`src/rtl/tick_timer_arbiter.sv`:
```
// tick_timer_arbiter: one shared tick-based delay timer, handed out round-robin.
// A requester holds req[i] high with its delay (in ticks) on req_delay; the winner is
// granted the timer, and its delay counts down once per PRESCALE clock cycles. When the
// delay expires, done[i] pulses for one cycle. Dropping req[i] while owning the timer
// aborts the job without a done pulse.
//
// Ports:
//   clk_in    - sole clock, rising edge
//   rst_n     - synchronous, active-HIGH reset (name kept for legacy compatibility)
//   req       - per-requester request, held until done or dropped to cancel
//   req_delay - requester i delay in ticks at [i*CNT_W +: CNT_W]
//   grant     - one-hot timer owner, zero when idle
//   done      - one-cycle completion pulse to the owner
//   busy      - high whenever not idle
//   tick_out  - one-cycle pulse per elapsed tick while counting
module tick_timer_arbiter #(
  parameter int unsigned NUM_REQ  = 4,
  parameter int unsigned PRESCALE = 50000,
  parameter int unsigned CNT_W    = 16
) (
  input  logic                     clk_in,
  input  logic                     rst_n,
  input  logic [NUM_REQ-1:0]       req,
  input  logic [NUM_REQ*CNT_W-1:0] req_delay,
  output logic [NUM_REQ-1:0]       grant,
  output logic [NUM_REQ-1:0]       done,
  output logic                     busy,
  output logic                     tick_out
);

  localparam int unsigned PtrW  = (NUM_REQ > 1) ? $clog2(NUM_REQ) : 1;
  localparam int unsigned PresW = (PRESCALE > 1) ? $clog2(PRESCALE) : 1;

  localparam logic [PresW-1:0] PresMax = PresW'(PRESCALE - 1);
  localparam logic [PtrW-1:0]  LastIdx = PtrW'(NUM_REQ - 1);

  localparam logic [1:0] StIdle  = 2'd0;
  localparam logic [1:0] StLoad  = 2'd1;
  localparam logic [1:0] StCount = 2'd2;
  localparam logic [1:0] StDone  = 2'd3;

  logic [1:0]         state_q, state_d;
  logic [PtrW-1:0]    ptr_q, ptr_d;
  logic [PtrW-1:0]    owner_q, owner_d;
  logic [NUM_REQ-1:0] grant_q, grant_d;
  logic [PresW-1:0]   presc_q, presc_d;
  logic [CNT_W-1:0]   remaining_q, remaining_d;

  logic               win_valid;
  logic [PtrW-1:0]    win_idx;
  logic [PtrW-1:0]    rr_idx;
  logic               owner_req;
  logic [CNT_W-1:0]   owner_delay;
  logic [PtrW-1:0]    owner_next;
  logic               tick_hit;

  // Round-robin pick: first asserted request scanning upward from ptr_q, wrapping.
  always_comb begin
    win_valid = 1'b0;
    win_idx   = '0;
    rr_idx    = '0;
    for (int unsigned k = 0; k < NUM_REQ; k++) begin
      rr_idx = PtrW'((32'(ptr_q) + k) % NUM_REQ);
      if (!win_valid && req[rr_idx]) begin
        win_valid = 1'b1;
        win_idx   = rr_idx;
      end
    end
  end

  // Owner still holding its request; a drop means abort.
  assign owner_req   = |(req & grant_q);
  assign owner_delay = req_delay[32'(owner_q) * CNT_W +: CNT_W];
  assign owner_next  = (owner_q == LastIdx) ? '0 : owner_q + PtrW'(1);
  assign tick_hit    = (presc_q == PresMax);

  always_comb begin
    state_d     = state_q;
    ptr_d       = ptr_q;
    owner_d     = owner_q;
    grant_d     = grant_q;
    presc_d     = presc_q;
    remaining_d = remaining_q;
    case (state_q)
      StIdle: begin
        if (win_valid) begin
          state_d = StLoad;
          owner_d = win_idx;
          grant_d = NUM_REQ'(1) << win_idx;
        end
      end
      StLoad: begin
        if (!owner_req) begin
          state_d = StIdle;
          grant_d = '0;
          ptr_d   = owner_next;
        end else begin
          remaining_d = owner_delay;
          presc_d     = '0;
          state_d     = (owner_delay == '0) ? StDone : StCount;
        end
      end
      StCount: begin
        if (!owner_req) begin
          state_d = StIdle;
          grant_d = '0;
          ptr_d   = owner_next;
        end else if (tick_hit) begin
          presc_d = '0;
          if (remaining_q != '0) begin
            remaining_d = remaining_q - CNT_W'(1);
          end
          if (remaining_q == CNT_W'(1)) begin
            state_d = StDone;
          end
        end else begin
          presc_d = presc_q + PresW'(1);
        end
      end
      StDone: begin
        state_d = StIdle;
        grant_d = '0;
        ptr_d   = owner_next;
      end
      default: state_d = StIdle;
    endcase
  end

  always_ff @(posedge clk_in) begin
    if (rst_n) begin
      state_q     <= StIdle;
      ptr_q       <= '0;
      owner_q     <= '0;
      grant_q     <= '0;
      presc_q     <= '0;
      remaining_q <= '0;
    end else begin
      state_q     <= state_d;
      ptr_q       <= ptr_d;
      owner_q     <= owner_d;
      grant_q     <= grant_d;
      presc_q     <= presc_d;
      remaining_q <= remaining_d;
    end
  end

  assign grant    = grant_q;
  assign busy     = (state_q != StIdle);
  assign done     = (state_q == StDone) ? grant_q : '0;
  // Masked by owner_req so an abort in a tick cycle emits no tick.
  assign tick_out = (state_q == StCount) && tick_hit && owner_req;

endmodule

```
`config.mk`:
```
export PLATFORM = sky130hd
export DESIGN_NAME = tick_timer_arbiter
export DESIGN_NICKNAME = d
export VERILOG_FILES = /design/src/rtl/tick_timer_arbiter.sv
export SDC_FILE = /design/constraint.sdc
export NUM_CORES = 1
export LEC_CHECK = 0
export CORE_MARGIN = 3
export CORE_UTILIZATION = 50
export CTS_BUF_LIST = sky130_fd_sc_hd__clkbuf_8
export CTS_CLUSTER_SIZE = 30
export DETAILED_ROUTE_END_ITERATION = 12
export GPL_TIMING_DRIVEN = 0
export PLACE_DENSITY = 0.82
export REMOVE_ABC_BUFFERS = 1
export SYNTH_ARGS = -nofsm -noshare
export SYNTH_HDL_FRONTEND = slang
export SYNTH_SLANG_ARGS = --single-unit
```
`constraint.sdc`:
```
create_clock -name clk_in -period 6.1 [get_ports clk_in]
set_clock_uncertainty 0.2 [all_clocks]
set_input_delay 0.915 -clock clk_in [delete_from_list [all_inputs] [get_ports clk_in]]
set_output_delay 0.915 -clock clk_in [all_outputs]
set_load 0.02 [all_outputs]
```
* Yosys cells after proc, flatten, opt, wreduce, memory -nomap -nowiden *
Cells that the tools add are included.

word-level totals
  flip-flop bits (word level) = 42
  output and inout port bits = 10
  word-level logic and storage cells = 94

cells by class
  $add $sub $neg = 6
  magnitude comparators = 4
  eq/ne operators = 14
  shift-type cells = 2
  mux-type cells = 39
  bitwise logic cells = 1
  reduce and logical (&&, ||, !) cells = 22

operators with widths
  operator                                                                       count
  16-bit two-way mux                                                             7
  16-bit case mux with 2 select lines                                            2
  64-bit by 7-bit indexed part select with 16-bit output                         1
  2-bit two-way mux                                                              11
  16-bit by 1-bit adder with 16-bit output (second input constant)               1
  16-bit by 1-bit == test with 1-bit output (second input constant)              1
  16-bit == test (second input constant)                                         1
  16-bit zero test                                                               1
  16-bit nonzero test                                                            1
  16-bit by 1-bit subtractor with 16-bit output (second input constant)          1
  2-bit by 3-bit less-than comparator with 1-bit output (second input constant)  4
  4-bit two-way mux                                                              3
  2-bit inequality test (second input constant)                                  6
  4-bit case mux with 3 select lines                                             1
  1-bit two-way mux                                                              9
  1-bit binary-select mux with 2-bit select                                      4
  2-bit case mux with 4 select lines                                             1
  2-bit == test (second input constant)                                          3
  3-bit inequality test (second input constant)                                  2
  2-bit AND reduction                                                            3
  3-bit AND reduction                                                            2
  2-bit nonzero test                                                             3
  1-bit logical AND                                                              5
  5-bit AND reduction                                                            1
  10 further kinds                                                               14

* Logic depth before layout (Yosys ltp) *
  depth in word-level cells = 15
  depth in mapped cells = 9

* Worst setup path before layout *
OpenSTA, ideal clock, no wires.

  path type = in2reg
  from = in req_delay[56]
  to = reg state_q[0]
  library setup time = 0.086 ns
  data arrival time = 2.612 ns
  required time = 5.814 ns
  path slack = 3.202 ns
  stages = 4
  path buffers = 0
  cells stage by stage = mux4_2 -> or4_1 -> or4_4 -> a221oi_2

on the way
  cells in the longest elaborated chain, start to end = 5

RTL lines
  what                                                    RTL line  text
  start, declared                                         24        input logic [NUM_REQ*CNT_W-1:0] req_delay,
  64-bit by 7-bit indexed part select with 16-bit output  73        assign owner_delay = req_delay[32'(owner_q) * CNT_W +: CNT_W];
  16-bit zero test                                        100       state_d = (owner_delay == '0) ? StDone : StCount;
  1-bit two-way mux                                       100
  2-bit two-way mux                                       93        if (!owner_req) begin
  2-bit case mux with 4 select lines                      84        case (state_q)
  end signal, assigned                                    131       state_q <= StIdle;
  end signal, assigned                                    138       state_q <= state_d;
  end, declared                                           42        logic [1:0] state_q, state_d;

Every way passes these cells.
A chain may end at the register's enable or synchronous reset.

* Worst setup path after layout *
  from = in req[0]
  to = out tick_out

on the way
  cells in the longest elaborated chain, start to end = 3

RTL lines
  what                RTL line  text
  start, declared     23        input logic [NUM_REQ-1:0] req,
  4-bit bitwise AND   72        assign owner_req = |(req & grant_q);
  4-bit OR reduction  72
  1-bit logical AND   151       assign tick_out = (state_q == StCount) && tick_hit && owner_req;
  end, declared       28        output logic tick_out

Every way passes these cells.

==> impl_results.md <==
- Status: complete, no violations
- Critical Path AT: 2.95 ns
- ANT cells: 0
- Mapped Cells: 347
- Crit Path Max Fanout: 6
- Crit-path max cell delay: 0.56 ns
- Final worst path period need: 4.06 ns
- Vias/cell: 6.31
- H-Tree Depth: 2
- DIE WIDTH: 83.4 um
- Largest net degree at the start of global routing: 36
- Util after Layout: 69.4%
- Commonest non-fill, non-tap cell in the layout: clkdlybuf4s50_1
- Chip height: 83.4 um
- PortBufs: 79
- Total power divided by cell area: 185 mW/mm^2
- Vias in the first global route: 2990
- # IOs: 80
- Fmax achieved: 0.246 GHz
- Largest family of logic cells by synthesized area: simple AND/OR/NAND/NOR gates
- P_sw: 214 uW
- Pleak: 1.43 nW
- Commonest non-fill, non-tap cells in the layout: 79 x clkdlybuf4s50_1, 42 x dfxtp_1, 29 x nand2_1
- Top sig layer: met4
- Post-synthesis async set-or-reset flop share: 0%
- Post-CTS Setup Inserts: 0
- Hold buffer count at CTS: 0
- Post-Synth XOR/XNOR Area: 3.51%
- Hold Vio Cnt, Final: 0
- DRT iter0 DRCs: 284
- Met3 routed WL: 596 um
- Routed wire length per instance: 16.9 um
- Row count: 27
- Max VDD drop: 0.167 mV
- FILL cells: 473
- Die area: 0.00696 mm^2
- Antenna-violating nets left: 0
- Synth Warn #: 0
- Clock slew at reported path FFs: 0.08 ns
- Adder-Cell Fraction of Synth Area: 3.76%
- Syn Std Cell Area: 0.00300 mm^2
- Placement-stage cell area: 0.00379 mm^2
- Share of post-route cells with drive strength above 1: 5.28%
- CP Class: in2out
- Crit-path cells: clkdlybuf4s50_1, a22o_1, o21ai_0, nor2_1, clkdlybuf4s50_1
- Final setup fails: 0
- Area Overhead vs Synth: 30.6%
- Worst hold path class: reg2reg
- Number of cells after detailed placement: 481
- Total power: 724 uW
- Routed wire length: 8290 um
- Internal: 509 uW
- Synth Area in Compound Gates: 20.5%
- CTS tree: done
- Starting Density: 53.1%
- Worst path most repeated cell: clkdlybuf4s50_1
- Logic pwr share: 27.2%
- Total negative slack: 0 ns
- Final Cell Area: 0.00391 mm^2
- Simple-gate share of the synthesized area: 25.3%
- Clock network power share: 31.4%
- Worst rel slew slack: 23.7%
- Metal-1 WL: 3430 um
- Core box area: 0.00564 mm^2
- Dominant synthesized flop cell: dfxtp_1
- Initial antenna violation count: 0
- Sequential Power Share: 41.4%
- TritonCTS Buffers: 5
- Startpoint Class: input port
- Synth unique cells: 57
- Multiplexer share of the synthesized area: 14.4%
- Clock sink total: 42
- DP HPWL: 6280 um
- DRC: 0
- Clock Latency Late Sink: 0.30 ns
- CTS Root Cell: clkbuf_8
- Post-Syn Area per Cell: 8.64 um^2
- Via count: 3084
- EDFF count, synth: 0
- Routed met2 length: 4110 um
- Post-synthesis sequential area ratio: 28.0%
- RSZ-0062 raised after global routing: false
- Critical Path End Type: primary output
- Sw frac: 29.6%
- Seq cells post-synth: 42
- Grt ovf: 0
- Gpl congestion: 0.871
- CP max stage cell: clkdlybuf4s50_1
- Required time of the critical path: 4.98 ns
- Total GRT Usage: 24.0%
- Tightest Pin Transition: 1.12 ns
- # nets final: 495
- Finished Layout Cells: 489
- Clk buf depth: 2
- First-pass GRT wire length: 14000 um
- Share of the clock period used by the worst path: 66.6%
- Max-cap violations: 0
- Post-cts resize count: 0
- DRT Pass-1 Iters: 5
- Max-slew violation count: 0
## layer usage
metal	global-route usage (%)	vias up
met5	0	-
met2	41.5	150
met3	5.95	18
met4	7.16	0
li1	-	1483
met1	29.4	1433
## layout make-up
type	instances	area (um^2)	area share (%)
sequential	42	841	21.5
multi-input combinational	275	2030	51.9
clock buffer	5	68.8	1.76
tap	72	90.1	2.30
timing repair buffer	80	795	20.3
clock inverter	3	43.8	1.12
inverter	12	45.0	1.15
## Yosys cell counts (2+ instances only)
| master | n | share of area, % |
|---|---|---|
| nand2b_1 | 3 | 0.63 |
| or3_1 | 4 | 0.83 |
| or4_1 | 4 | 1.0 |
| a22oi_1 | 3 | 0.75 |
| mux2i_1 | 3 | 1.0 |
| xnor2_1 | 3 | 0.88 |
| o31ai_1 | 9 | 2.3 |
| o21ai_0 | 20 | 3.3 |
| nor2_1 | 28 | 3.5 |
| o41ai_1 | 3 | 0.88 |
| inv_1 | 11 | 1.4 |
| a22o_1 | 3 | 0.88 |
| xor2_1 | 9 | 2.6 |
| and2_1 | 7 | 1.5 |
| nand2_1 | 29 | 3.6 |
| or3b_2 | 2 | 0.58 |
| nor3_1 | 7 | 1.2 |
| a2111oi_0 | 2 | 0.58 |
| and3_1 | 2 | 0.42 |
| nand4_1 | 9 | 1.9 |
| a31oi_1 | 6 | 1.3 |
| a21oi_1 | 29 | 4.8 |
| nor4b_1 | 2 | 0.58 |
| mux4_1 | 11 | 9.6 |
| dfxtp_1 | 42 | 28 |
| a221oi_1 | 2 | 0.58 |
| nand3_1 | 18 | 3.0 |
| a211oi_1 | 2 | 0.50 |
| nand3b_1 | 4 | 1.0 |
| a32o_1 | 3 | 1.0 |
| and4_1 | 4 | 1.2 |
| mux4_2 | 5 | 3.8 |
| o31a_1 | 2 | 0.58 |
| ha_1 | 9 | 3.8 |
| clkbuf_1 | 16 | 2.0 |
| nor4_1 | 10 | 2.1 |
## worst paths after layout
check / from / end / slack (ns) / cells after the start
max: req[0] / tick_out / 2.04 / 5
min: remaining_q[13] / remaining_q[13] / 0.29 / 2
max reg2reg: state_q[0] / remaining_q[4] / 2.40 / 6
min reg2reg: remaining_q[13] / remaining_q[13] / 0.29 / 2
## state kept, by name, indices dropped and copies added (netlist names)
register,count
presc_q,16
remaining_q,16
grant,4
owner_q,2
ptr_q,2
state_q,2
## power by group through the flow
stage	sequential, mW	combinational (mW)	clock [mW]
floorplan	0.304	0.109	0
global placement	0.305	0.188	0
detailed placement	0.306	0.192	0
CTS	0.299	0.193	0.229
global route	0.302	0.213	0.240
finish	0.300	0.197	0.227
## cells by family (layout without fill, tap and decap cells)
| kind of cell | Yosys count | count (layout) |
|---|---|---|
| buffers and inverters | 30 | 100 |
| adder cells (fa/ha/maj) | 9 | 9 |
| XOR/XNOR | 12 | 12 |
| flip-flops | 42 | 42 |
| multiplexers | 19 | 19 |
| AO/OA/AOI/OAI | 94 | 94 |
| AND/OR/NAND/NOR | 141 | 141 |
## worst max-delay path, delay by kind of cell
kind / cells / cell delay [ns]
buf+inv: 2 / 1.08
compound gates: 2 / 0.84
simple gates: 1 / 0.11
## per-stage QoR
step / hold WS [ns] / worst slack, ns
6_report: 0.287 / 2.04
5_1_grt: 0.308 / 1.87
4_1_cts: 0.282 / 2.05
3_5_place_dp: 0.260 / 2.05
3_3_place_gp: 0.255 / 2.07
2_1_floorplan: 0.234 / 3.19
Power figures use the tool's default switching activity.
